--- src/rtl/adder_sched_pkg.sv ---
// Shared types and constants for the nibble-serial add scheduler.
package adder_sched_pkg;
  localparam int NIBBLE_W = 4;

  typedef enum logic [1:0] {IDLE, RUN, DONE} state_t;
  typedef enum logic {OWN_A = 1'b0, OWN_B = 1'b1} owner_t;
endpackage

--- src/rtl/adder_sched_nibble_adder.sv ---
// 4-bit ripple-carry adder cell shared by both requesters; purely combinational.
module nibble_adder
  import adder_sched_pkg::*;
(
  input  logic [NIBBLE_W-1:0] in0,
  input  logic [NIBBLE_W-1:0] in1,
  input  logic                cin,
  output logic [NIBBLE_W-1:0] out,
  output logic                cout
);
  logic [NIBBLE_W:0] c;

  assign c[0] = cin;
  for (genvar i = 0; i < NIBBLE_W; i++) begin : g_fa
    assign out[i]  = in0[i] ^ in1[i] ^ c[i];
    assign c[i+1]  = (in0[i] & in1[i]) | (c[i] & (in0[i] ^ in1[i]));
  end
  assign cout = c[NIBBLE_W];
endmodule

--- src/rtl/adder_sched.sv ---
// Two-requester scheduler sharing one nibble adder; LS nibble first, carry registered.
// ADDER_SCHED_RR_EN selects round-robin arbitration, otherwise fixed priority A over B.
module adder_sched
  import adder_sched_pkg::*;
#(
  parameter int NIBBLES = 4,
  localparam int W  = NIBBLE_W * NIBBLES,
  localparam int NW = (NIBBLES > 1) ? $clog2(NIBBLES) : 1
) (
  input  logic         clk,
  input  logic         rst,
  input  logic         req_a,
  input  logic [W-1:0] op1_a,
  input  logic [W-1:0] op2_a,
  output logic         gnt_a,
  output logic         done_a,
  input  logic         req_b,
  input  logic [W-1:0] op1_b,
  input  logic [W-1:0] op2_b,
  output logic         gnt_b,
  output logic         done_b,
  output logic [W-1:0] sum,
  output logic         cout,
  output logic         busy
);
  state_t         state_q, state_d;
  owner_t         owner_q, owner_d;
  logic [NW-1:0]  nib_q, nib_d;
  logic           carry_q, carry_d;
  logic [W-1:0]   op1_q, op1_d, op2_q, op2_d;
  logic [W-1:0]   res_q, res_d;
  logic [W-1:0]   sum_q, sum_d;
  logic           cout_q, cout_d;
  logic           win_a, win_b;
  logic [NIBBLE_W-1:0] add_out;
  logic           add_cout;

`ifdef ADDER_SCHED_RR_EN
  // rr_q names the requester that wins the next tie
  owner_t rr_q, rr_d;
  always_comb begin
    win_a = req_a & (~req_b | (rr_q == OWN_A));
    win_b = req_b & (~req_a | (rr_q == OWN_B));
  end
`else
  always_comb begin
    win_a = req_a;
    win_b = req_b & ~req_a;
  end
`endif

  assign gnt_a  = ~rst & (state_q == IDLE) & win_a;
  assign gnt_b  = ~rst & (state_q == IDLE) & win_b;
  assign done_a = (state_q == DONE) & (owner_q == OWN_A);
  assign done_b = (state_q == DONE) & (owner_q == OWN_B);
  assign busy   = (state_q != IDLE);
  assign sum    = sum_q;
  assign cout   = cout_q;

  nibble_adder u_add (
    .in0  (op1_q[NIBBLE_W-1:0]),
    .in1  (op2_q[NIBBLE_W-1:0]),
    .cin  (carry_q),
    .out  (add_out),
    .cout (add_cout)
  );

  always_comb begin
    state_d = state_q;
    owner_d = owner_q;
    nib_d   = nib_q;
    carry_d = carry_q;
    op1_d   = op1_q;
    op2_d   = op2_q;
    res_d   = res_q;
    sum_d   = sum_q;
    cout_d  = cout_q;
`ifdef ADDER_SCHED_RR_EN
    rr_d    = rr_q;
`endif
    case (state_q)
      IDLE: begin
        if (gnt_a || gnt_b) begin
          op1_d   = gnt_a ? op1_a : op1_b;
          op2_d   = gnt_a ? op2_a : op2_b;
          owner_d = gnt_a ? OWN_A : OWN_B;
          carry_d = 1'b0;
          nib_d   = '0;
          state_d = RUN;
`ifdef ADDER_SCHED_RR_EN
          rr_d    = gnt_a ? OWN_B : OWN_A;
`endif
        end
      end
      RUN: begin
        // operands shift down so the adder always sees the current nibble at bit 0
        res_d[nib_q*NIBBLE_W +: NIBBLE_W] = add_out;
        carry_d = add_cout;
        op1_d   = op1_q >> NIBBLE_W;
        op2_d   = op2_q >> NIBBLE_W;
        if (nib_q == NW'(NIBBLES-1)) begin
          sum_d   = res_d;
          cout_d  = add_cout;
          state_d = DONE;
        end else begin
          nib_d   = nib_q + 1'b1;
        end
      end
      default: state_d = IDLE;
    endcase
  end

  always_ff @(posedge clk or posedge rst) begin
    if (rst) begin
      state_q <= IDLE;
      owner_q <= OWN_A;
      nib_q   <= '0;
      carry_q <= 1'b0;
      op1_q   <= '0;
      op2_q   <= '0;
      res_q   <= '0;
      sum_q   <= '0;
      cout_q  <= 1'b0;
`ifdef ADDER_SCHED_RR_EN
      rr_q    <= OWN_A;
`endif
    end else begin
      state_q <= state_d;
      owner_q <= owner_d;
      nib_q   <= nib_d;
      carry_q <= carry_d;
      op1_q   <= op1_d;
      op2_q   <= op2_d;
      res_q   <= res_d;
      sum_q   <= sum_d;
      cout_q  <= cout_d;
`ifdef ADDER_SCHED_RR_EN
      rr_q    <= rr_d;
`endif
    end
  end
endmodule

--- config.mk ---
export PLATFORM = sky130hd
export DESIGN_NAME = adder_sched
export DESIGN_NICKNAME = d
export VERILOG_FILES = /design/src/rtl/adder_sched_pkg.sv /design/src/rtl/adder_sched_nibble_adder.sv /design/src/rtl/adder_sched.sv
export SDC_FILE = /design/constraint.sdc
export NUM_CORES = 1
export LEC_CHECK = 0
export ABC_CLOCK_PERIOD_IN_PS = 3300
export CORE_AREA = 2 2 88 90
export CTS_CLUSTER_SIZE = 10
export DETAILED_ROUTE_END_ITERATION = 10
export DIE_AREA = 0 0 90 92
export PLACE_DENSITY = 0.87
export SYNTH_ARGS = -nofsm -noshare
export SYNTH_HDL_FRONTEND = slang
export SYNTH_SLANG_ARGS = --single-unit
--- constraint.sdc ---
create_clock -name clk -period 3.3 [get_ports clk]
set_input_delay 0.66 -clock clk [delete_from_list [all_inputs] [get_ports clk]]
set_output_delay 0.66 -clock clk [all_outputs]
set_load 0.03 [all_outputs]
======== Yosys cells after proc, flatten, opt, wreduce, memory -nomap -nowiden ========
Index checks and enable logic that the tools add are counted.
storage, ports and cells
  register bits after elaboration ......... 71
  input bits .............................. 68
  output and inout port bits .............. 22
operators by class
  add/sub/neg operators ................... 2
  eq/ne operators ......................... 6
  shifts and indexed selects .............. 2
  multiplexer cells ....................... 16
  bitwise operators ....................... 29
  reduce and logical (&&, ||, !) cells .... 9
operators by type and width
  operator                   number
  $mux W16                   4
  $pmux W16 S2               2
  $neg A4 Y34                1
  $shift A4 B34 Y16 const A  1
  $shiftx A4 B34 Y16         1
  $bwmux W16                 1
  $and A1 B1 Y1              14
  $mux W2                    4
  $pmux W2 S2                2
  $reduce_and A2 Y1          4
  $xor A1 B1 Y1              8
  $eq A2 B2 Y1 const B       2
  $ne A2 B2 Y1 const B       2
  $or A1 B1 Y1               4
  $reduce_bool A2 Y1         2
  $not A1 Y1                 3
  $reduce_and A3 Y1          1
  $add A2 B1 Y2 const B      1
  $eq A2 B1 Y1 const B       1
  $logic_not A2 Y1           1
  $mux W1                    2
  $ne A2 B1 Y1 const B       1
  $pmux W1 S2                1
  $logic_or A1 B1 Y1         1

======== Longest topological paths before layout ========
Gate-level depths: netlist of run 1.
  depth in word-level cells ............... 10
  depth in mapped cells ................... 11
  depth with buffers taken out ............ 10

======== Cells and area by module ========
From an unflattened synthesis of run 1, not the netlist that was laid out.
unflattened totals
  cells, all modules ...................... 447
  area total of the unflattened synthesis .. 4102.7 µm²
modules (own cells, without submodules)
  module        times used  cells each  area an instance (µm²)
  adder_sched   1           433         3985.1
  nibble_adder  1           14          117.6

======== Least setup slack after synthesis of run 1 ========
Ideal clock, no wire load.
  path type ............................... reg-to-reg
  start point ............................. register carry_q
  end point ............................... register sum_q[15], in the netlist sum[15]
  setup time .............................. 0.135 ns
  data arrival time ....................... 2.228 ns
  data required time ...................... 3.165 ns
  path slack .............................. 0.937 ns
  cell stages (with the launch flop) ...... 12
  buffers on the path ..................... 1
  cells stage by stage .................... dfrtp_1 > inv_1 > fa_1 > inv_1 > fa_1 > inv_1 > fa_1 > inv_1 > fa_1 > buf_1 > a22oi_1 > o21ai_0
on the way
  longest elaborated chain between the ends .. 9
  elaborated cells on any way between the ends .. 12
  classes of those cells .................. shift (1); mux (1); bitwise (10)
RTL lines
  item                    line                            RTL
  from (decl)             adder_sched.sv:29               logic carry_q, carry_d;
  from (signal assigned)  adder_sched.sv:131              carry_q <= carry_d;
  $and A1 B1 Y1           adder_sched_nibble_adder.sv:16  assign c[i+1] = (in0[i] & in1[i]) | (c[i] & (in0[i] ^ in1[i]));
  $or A1 B1 Y1            adder_sched_nibble_adder.sv:16
  $and A1 B1 Y1           adder_sched_nibble_adder.sv:16
  $or A1 B1 Y1            adder_sched_nibble_adder.sv:16
  $and A1 B1 Y1           adder_sched_nibble_adder.sv:16
  $or A1 B1 Y1            adder_sched_nibble_adder.sv:16
  $xor A1 B1 Y1           adder_sched_nibble_adder.sv:15  assign out[i] = in0[i] ^ in1[i] ^ c[i];
  $shiftx A4 B34 Y16 (*)  adder_sched.sv:97               res_d[nib_q*NIBBLE_W +: NIBBLE_W] = add_out;
  $bwmux W16 (*)          adder_sched.sv:97
  to (signal assigned)    adder_sched.sv:135              sum_q <= sum_d;
  to (decl)               adder_sched.sv:32               logic [W-1:0] sum_q, sum_d;
Mark *: on every way between the ends. The rest lies on a longest branch, timed or not.
A chain may end at the register's enable or synchronous reset.

======== Worst setup path in the final report of run 1 ========
  start point ............................. input rst
  end point ............................... output gnt_b
on the way
  longest elaborated chain between the ends .. 3
RTL lines
  item                         line               RTL
  from (decl)                  adder_sched.sv:11  input logic rst,
  $not A1 Y1                   adder_sched.sv:53  assign gnt_b = ~rst & (state_q == IDLE) & win_b;
  $and A1 B1 Y1 (2 in series)  adder_sched.sv:53
  to (decl)                    adder_sched.sv:20  output logic gnt_b,
Every way passes these cells.

==> impl_metrics.yaml, run 1 <==
pwr:
  peakVddDrop_mv: 0.3601
  powerDensity_nw_per_um2: 923.0
  leakage_nw: 1.976
  total_power_mw: 4.293
detailed_routing:
  first_pass_iters: 4
  drt_iter0_markers: 174
  num_vias: 2900
  drc: 0
  avgViaCountPerCell: 5.370
  ant_nets: 0
  wl_um: 8106
  wl_per_cell_um: 15.01
clock_tree:
  htreeDepth: 3
  cts_root_buf: "clkbuf_8"
  cts_tree: "yes"
  cts_sinks: 71
  cts_setup_buffers: 0
  numCtsBuffers: 9
  ctsResizeCount: 0
  clk_path_buf_depth: 2
  cts.clk_slew.worst_paths_ns: 0.08
  clk_latency_ns: 0.35
  hold_buffers: 0
critical_path:
  rr_endpoint: "sum[15]$_DFFE_PP0P_"
  r2r_setup_slack_ns: 0.78
  critPathArrivalTime_ns: 2.23
  crit_type: "primary input to primary output"
  cp_data_required_time_ns: 2.64
  path_max_fanout: 4
  reg2reg_from: "carry_q$_DFFE_PP0P_"
  reg2regPathDepth: 10
  cp-end-kind: "primary output"
  critPathLaunchType: "primary input"
synth:
  syn-instance-count: 347
  syn_nets: 425
  ys_ff_latch: 71
  syn_area_per_cell_um2: 10.04
  synth-seq-area-share: 0.5101
  syn_area_um2: 3483
  ys_types: 40
  yosys_warnings: 0
placement:
  dp_hpwl_um: 5915
  port_buffers: 89
  place.gp.congestion: 0.8545
  dpl_worst_slack_ns: 0.4113
  dpl_cell_area_um2: 4439
  dp.cells: 524
timing:
  timing.final.crit_period_ns: 2.888
  setup_viol: 0
  skew_ns: 0.005781
  fmax_mhz: 346.3
  period_share: 0.8752
  slew_viol_final: 0
  hold_viol: 0
  grt_setup_unrepaired: "no"
  finalSetupTns_ns: 0
  fin_hold_ws_ns: 0.4788
  finalWorstSetupSlack_ns: 0.4119
  slew_headroom: 0.5464
  worst_pin_slew_ns: 0.6787
global_routing:
  grt_pass1_vias: 2916
  grt_pass1_wl_um: 13830
  grt_overflow: 0
  grt_use_total: 0.2104
  antenna_found_initial: 0
  grt_max_degree: 60
finish:
  multi_input_area_um2: 1524
  num-nets-final: 511
  final_cell_mix: "clkdlybuf4s50_1, dfrtp_1, nand2_1, o22ai_1, nor2_1"
  area.sequential_um2: 1777
  final_common_cell: "clkdlybuf4s50_1"
  final_area_um2: 4651
  fill_cells: 643
  post-route-util: 0.6245
  synthToLayoutAreaGrowth_pct: 33.51
  diodes: 0
  layout-drive-gt1-share: 0.08676
  fin_cells: 540
min_path:
  hold_class: "flop to flop"
  whs_path_depth: 2
  hold-path-endpoint: "sum[13]$_DFFE_PP0P_"
  hold_path_startpoint: "sum[13]$_DFFE_PP0P_"
floorplanning:
  initial_utilization: 0.4677
  std_cell_rows: 32
  die_height_um: 92
  ios: 90
  core_area_um2: 7447
  dieArea_um2: 8280
  die_w_um: 90
job:
  max-cap-violations: 0
outcome:
  status: "complete, no violations"
-- power by group --
part	internal, mW	total, mW	leakage (nW)	switching, mW
Combinational	0.829	2.10	0.936	1.27
Clock	0.419	0.738	0.109	0.319
Sequential	1.21	1.46	0.931	0.244
-- flip-flops by register name (all words and copies together), names as in the netlist --
signal,cells
op2_q,16
nib_q,2
owner_q,1
cout,1
sum,16
state_q,2
carry_q,1
op1_q,16
res_q,16
-- cell families after synthesis --
group | after synthesis | synth area share
compound gates | 112 | 0.2195
simple gates | 103 | 0.1408
flops | 71 | 0.5101
buf+inv | 40 | 0.05244
mux | 11 | 0.03269
fa+ha+maj | 10 | 0.04454
-- layer usage --
layer	GRT usage	routed length [µm]	vias up
li1	-	-	1410
met1	0.2653	3529	1358
met2	0.3440	3864	108
met3	0.04684	460	24
met4	0.1051	252	0
met5	0	0	-
-- worst max path at each step --
stage          startpoint                   to  depth (start not counted)
6_report              rst                gnt_b                          5
3_5_place_dp          rst                gnt_b                          5
5_1_grt               rst                gnt_b                          5
4_1_cts               rst                gnt_b                          5
3_3_place_gp          rst                gnt_b                          5
2_1_floorplan         rst  carry_q$_DFFE_PP0P_                          1
-- layout make-up --
type                            count  share of cell area
Sequential cell                    71              0.3820
Multi-Input combinational cell    236              0.3277
Timing Repair Buffer               95              0.2007
Tap cell                          102             0.02744
Clock buffer                        9             0.02663
Clock inverter                      7             0.01883
Inverter                           20             0.01668
-- synthesized netlist by cell type --
cell | n | area (µm²)
dfrtp_1 | 71 | 1777
nand2_1 | 56 | 210.2
o22ai_1 | 27 | 168.9
nor2_1 | 26 | 97.59
o31ai_1 | 24 | 180.2
o21ai_0 | 21 | 105.1
inv_1 | 18 | 67.56
buf_2 | 12 | 60.06
a21oi_1 | 9 | 45.04
a22o_1 | 9 | 78.83
a22oi_1 | 8 | 60.06
a32o_1 | 8 | 80.08
mux2i_1 | 8 | 80.08
ha_1 | 6 | 75.07
nor2b_1 | 6 | 37.54
fa_1 | 4 | 80.08
clkbuf_1 | 3 | 11.26
nor3_2 | 3 | 30.03
o21ai_1 | 3 | 15.01
buf_1 | 2 | 7.510
buf_4 | 2 | 15.01
mux2_2 | 2 | 22.52
nor3_1 | 2 | 10.01
a21o_1 | 1 | 7.510
a21oi_4 | 1 | 16.27
and3_1 | 1 | 6.260
buf_6 | 1 | 11.26
inv_2 | 1 | 3.750
inv_4 | 1 | 6.260
mux2_1 | 1 | 11.26
nand2_2 | 1 | 6.260
nand2b_1 | 1 | 6.260
nor2b_4 | 1 | 13.76
nor3_4 | 1 | 16.27
nor3b_1 | 1 | 7.510
nor4_4 | 1 | 21.27
nor4b_2 | 1 | 15.01
o21bai_1 | 1 | 7.510
or2_2 | 1 | 6.260
or3_1 | 1 | 6.260
-- critical path: stages --
cell             delay (ns)
clkdlybuf4s50_1        0.50
nor3_4                 0.21
nand2_1                0.08
nor2_1                 0.10
clkdlybuf4s50_1        0.68
No activity file was read; power rests on OpenSTA's default activity.
==> inputs of run 2 (changes only) <==
Settings changed: CORE_AREA 2 2 88 90 to 3 3 89 91, DIE_AREA 0 0 90 92 to 0 0 92 94.
==> run 2 against run 1 <==
Critical path depth stayed put. Cell count is 1.1% lower. Global-route usage is 1.2 points lower. Combinational power hardly changed. Critical endpoint unchanged. Largest power group unchanged. Highest routed layer unchanged.
==> impl_metrics.yaml, run 2 (synthesis results as in run 1) <==
outcome:
  status: "complete, no violations"
finish:
  area.sequential_um2: 1777
  synthToLayoutAreaGrowth_pct: 32.54
  diodes: 0
  fill_cells: 611
  multi_input_area_um2: 1524
  final_cell_mix: "clkdlybuf4s50_1, dfrtp_1, nand2_1, o22ai_1, nor2_1"
  final_area_um2: 4617
  final_common_cell: "clkdlybuf4s50_1"
  num-nets-final: 510
  post-route-util: 0.6400
  layout-drive-gt1-share: 0.07586
  fin_cells: 534
critical_path:
  critPathLaunchType: "primary input"
  cp-end-kind: "primary output"
  crit_type: "primary input to primary output"
  path_max_fanout: 4
  critPathArrivalTime_ns: 2.27
  cp_data_required_time_ns: 2.64
placement:
  place.gp.congestion: 0.8350
  dpl_cell_area_um2: 4453
  dp.cells: 520
  dp_hpwl_um: 5967
  port_buffers: 89
clock_tree:
  cts.clk_slew.worst_paths_ns: 0.07
  clk_latency_ns: 0.34
  cts_root_buf: "clkbuf_8"
  ctsResizeCount: 0
  clk_path_buf_depth: 2
  htreeDepth: 3
  hold_buffers: 0
  cts_tree: "yes"
  cts_sinks: 71
  cts_setup_buffers: 0
  numCtsBuffers: 9
global_routing:
  grt_pass1_vias: 2900
  grt_overflow: 0
  grt_max_degree: 43
  antenna_found_initial: 0
  grt_use_total: 0.1988
  grt_pass1_wl_um: 13590
timing:
  setup_viol: 0
  slew_headroom: 0.5556
  timing.final.crit_period_ns: 2.931
  slew_viol_final: 0
  fmax_mhz: 341.2
  finalSetupTns_ns: 0
  worst_pin_slew_ns: 0.6615
  hold_viol: 0
  period_share: 0.8881
  grt_setup_unrepaired: "no"
  skew_ns: 0.006070
floorplanning:
  initial_utilization: 0.4828
  core_area_um2: 7214
  dieArea_um2: 8648
  ios: 90
  std_cell_rows: 31
  die_w_um: 92
  die_height_um: 94
detailed_routing:
  num_vias: 2873
  wl_um: 7977
  first_pass_iters: 4
  wl_per_cell_um: 14.94
  avgViaCountPerCell: 5.380
  ant_nets: 0
  drc: 0
  drt_iter0_markers: 110
pwr:
  total_power_mw: 4.141
  peakVddDrop_mv: 0.3973
  leakage_nw: 1.956
  powerDensity_nw_per_um2: 896.9
min_path:
  hold_class: "flop to flop"
job:
  max-cap-violations: 0
-- run 2: critical path, stage by stage --
cell and delay, ns:
clkdlybuf4s50_1 0.50, nor3_4 0.22, nand2_1 0.08, nor2_1 0.11, clkdlybuf4s50_1 0.70
-- run 2: worst paths after layout --
check	start	endpoint	slack (ns)	cells past startpoint
max in group asynchronous	rst	sum[1]$_DFFE_PP0P_	1.79	3
min in group asynchronous	rst	op2_q[13]$_DFFE_PP0P_	0.86	2
hold / removal	sum[10]$_DFFE_PP0P_	sum[10]$_DFFE_PP0P_	0.48	2
setup reg to reg	carry_q$_DFFE_PP0P_	sum[15]$_DFFE_PP0P_	0.75	10
hold reg to reg	sum[10]$_DFFE_PP0P_	sum[10]$_DFFE_PP0P_	0.48	2
setup / recovery	rst	gnt_b	0.37	5
-- run 2: where the power goes --
| part | internal, mW | switching, mW |
|---|---|---|
| Sequential | 1.21 | 0.234 |
| Combinational | 0.846 | 1.25 |
| Clock | 0.305 | 0.290 |
-- run 2: per-layer routing --
metal	global-route usage	routed length [µm]	vias to the layer above
met5	0	0	-
met3	0.03926	467	14
li1	-	-	1403
met2	0.3297	3947	99
met4	0.09901	200	0
met1	0.2487	3362	1357
-- run 2: final cells by class --
cell class | count | share of cell area
clock inverter | 1 | 0.001084
clock buffer | 13 | 0.03442
timing repair buffer | 94 | 0.2060
tap | 99 | 0.02683
inverter | 20 | 0.01680
sequential | 71 | 0.3848
multi-input combinational | 236 | 0.3301
-- run 2: through the flow --
stage,setup WS [ns],hold slack [ns]
2_1_floorplan,0.8434,0.4485
3_3_place_gp,0.4662,0.4607
3_5_place_dp,0.3876,0.4680
4_1_cts,0.3832,0.4840
5_1_grt,0.3056,0.4965
6_report,0.3692,0.4775
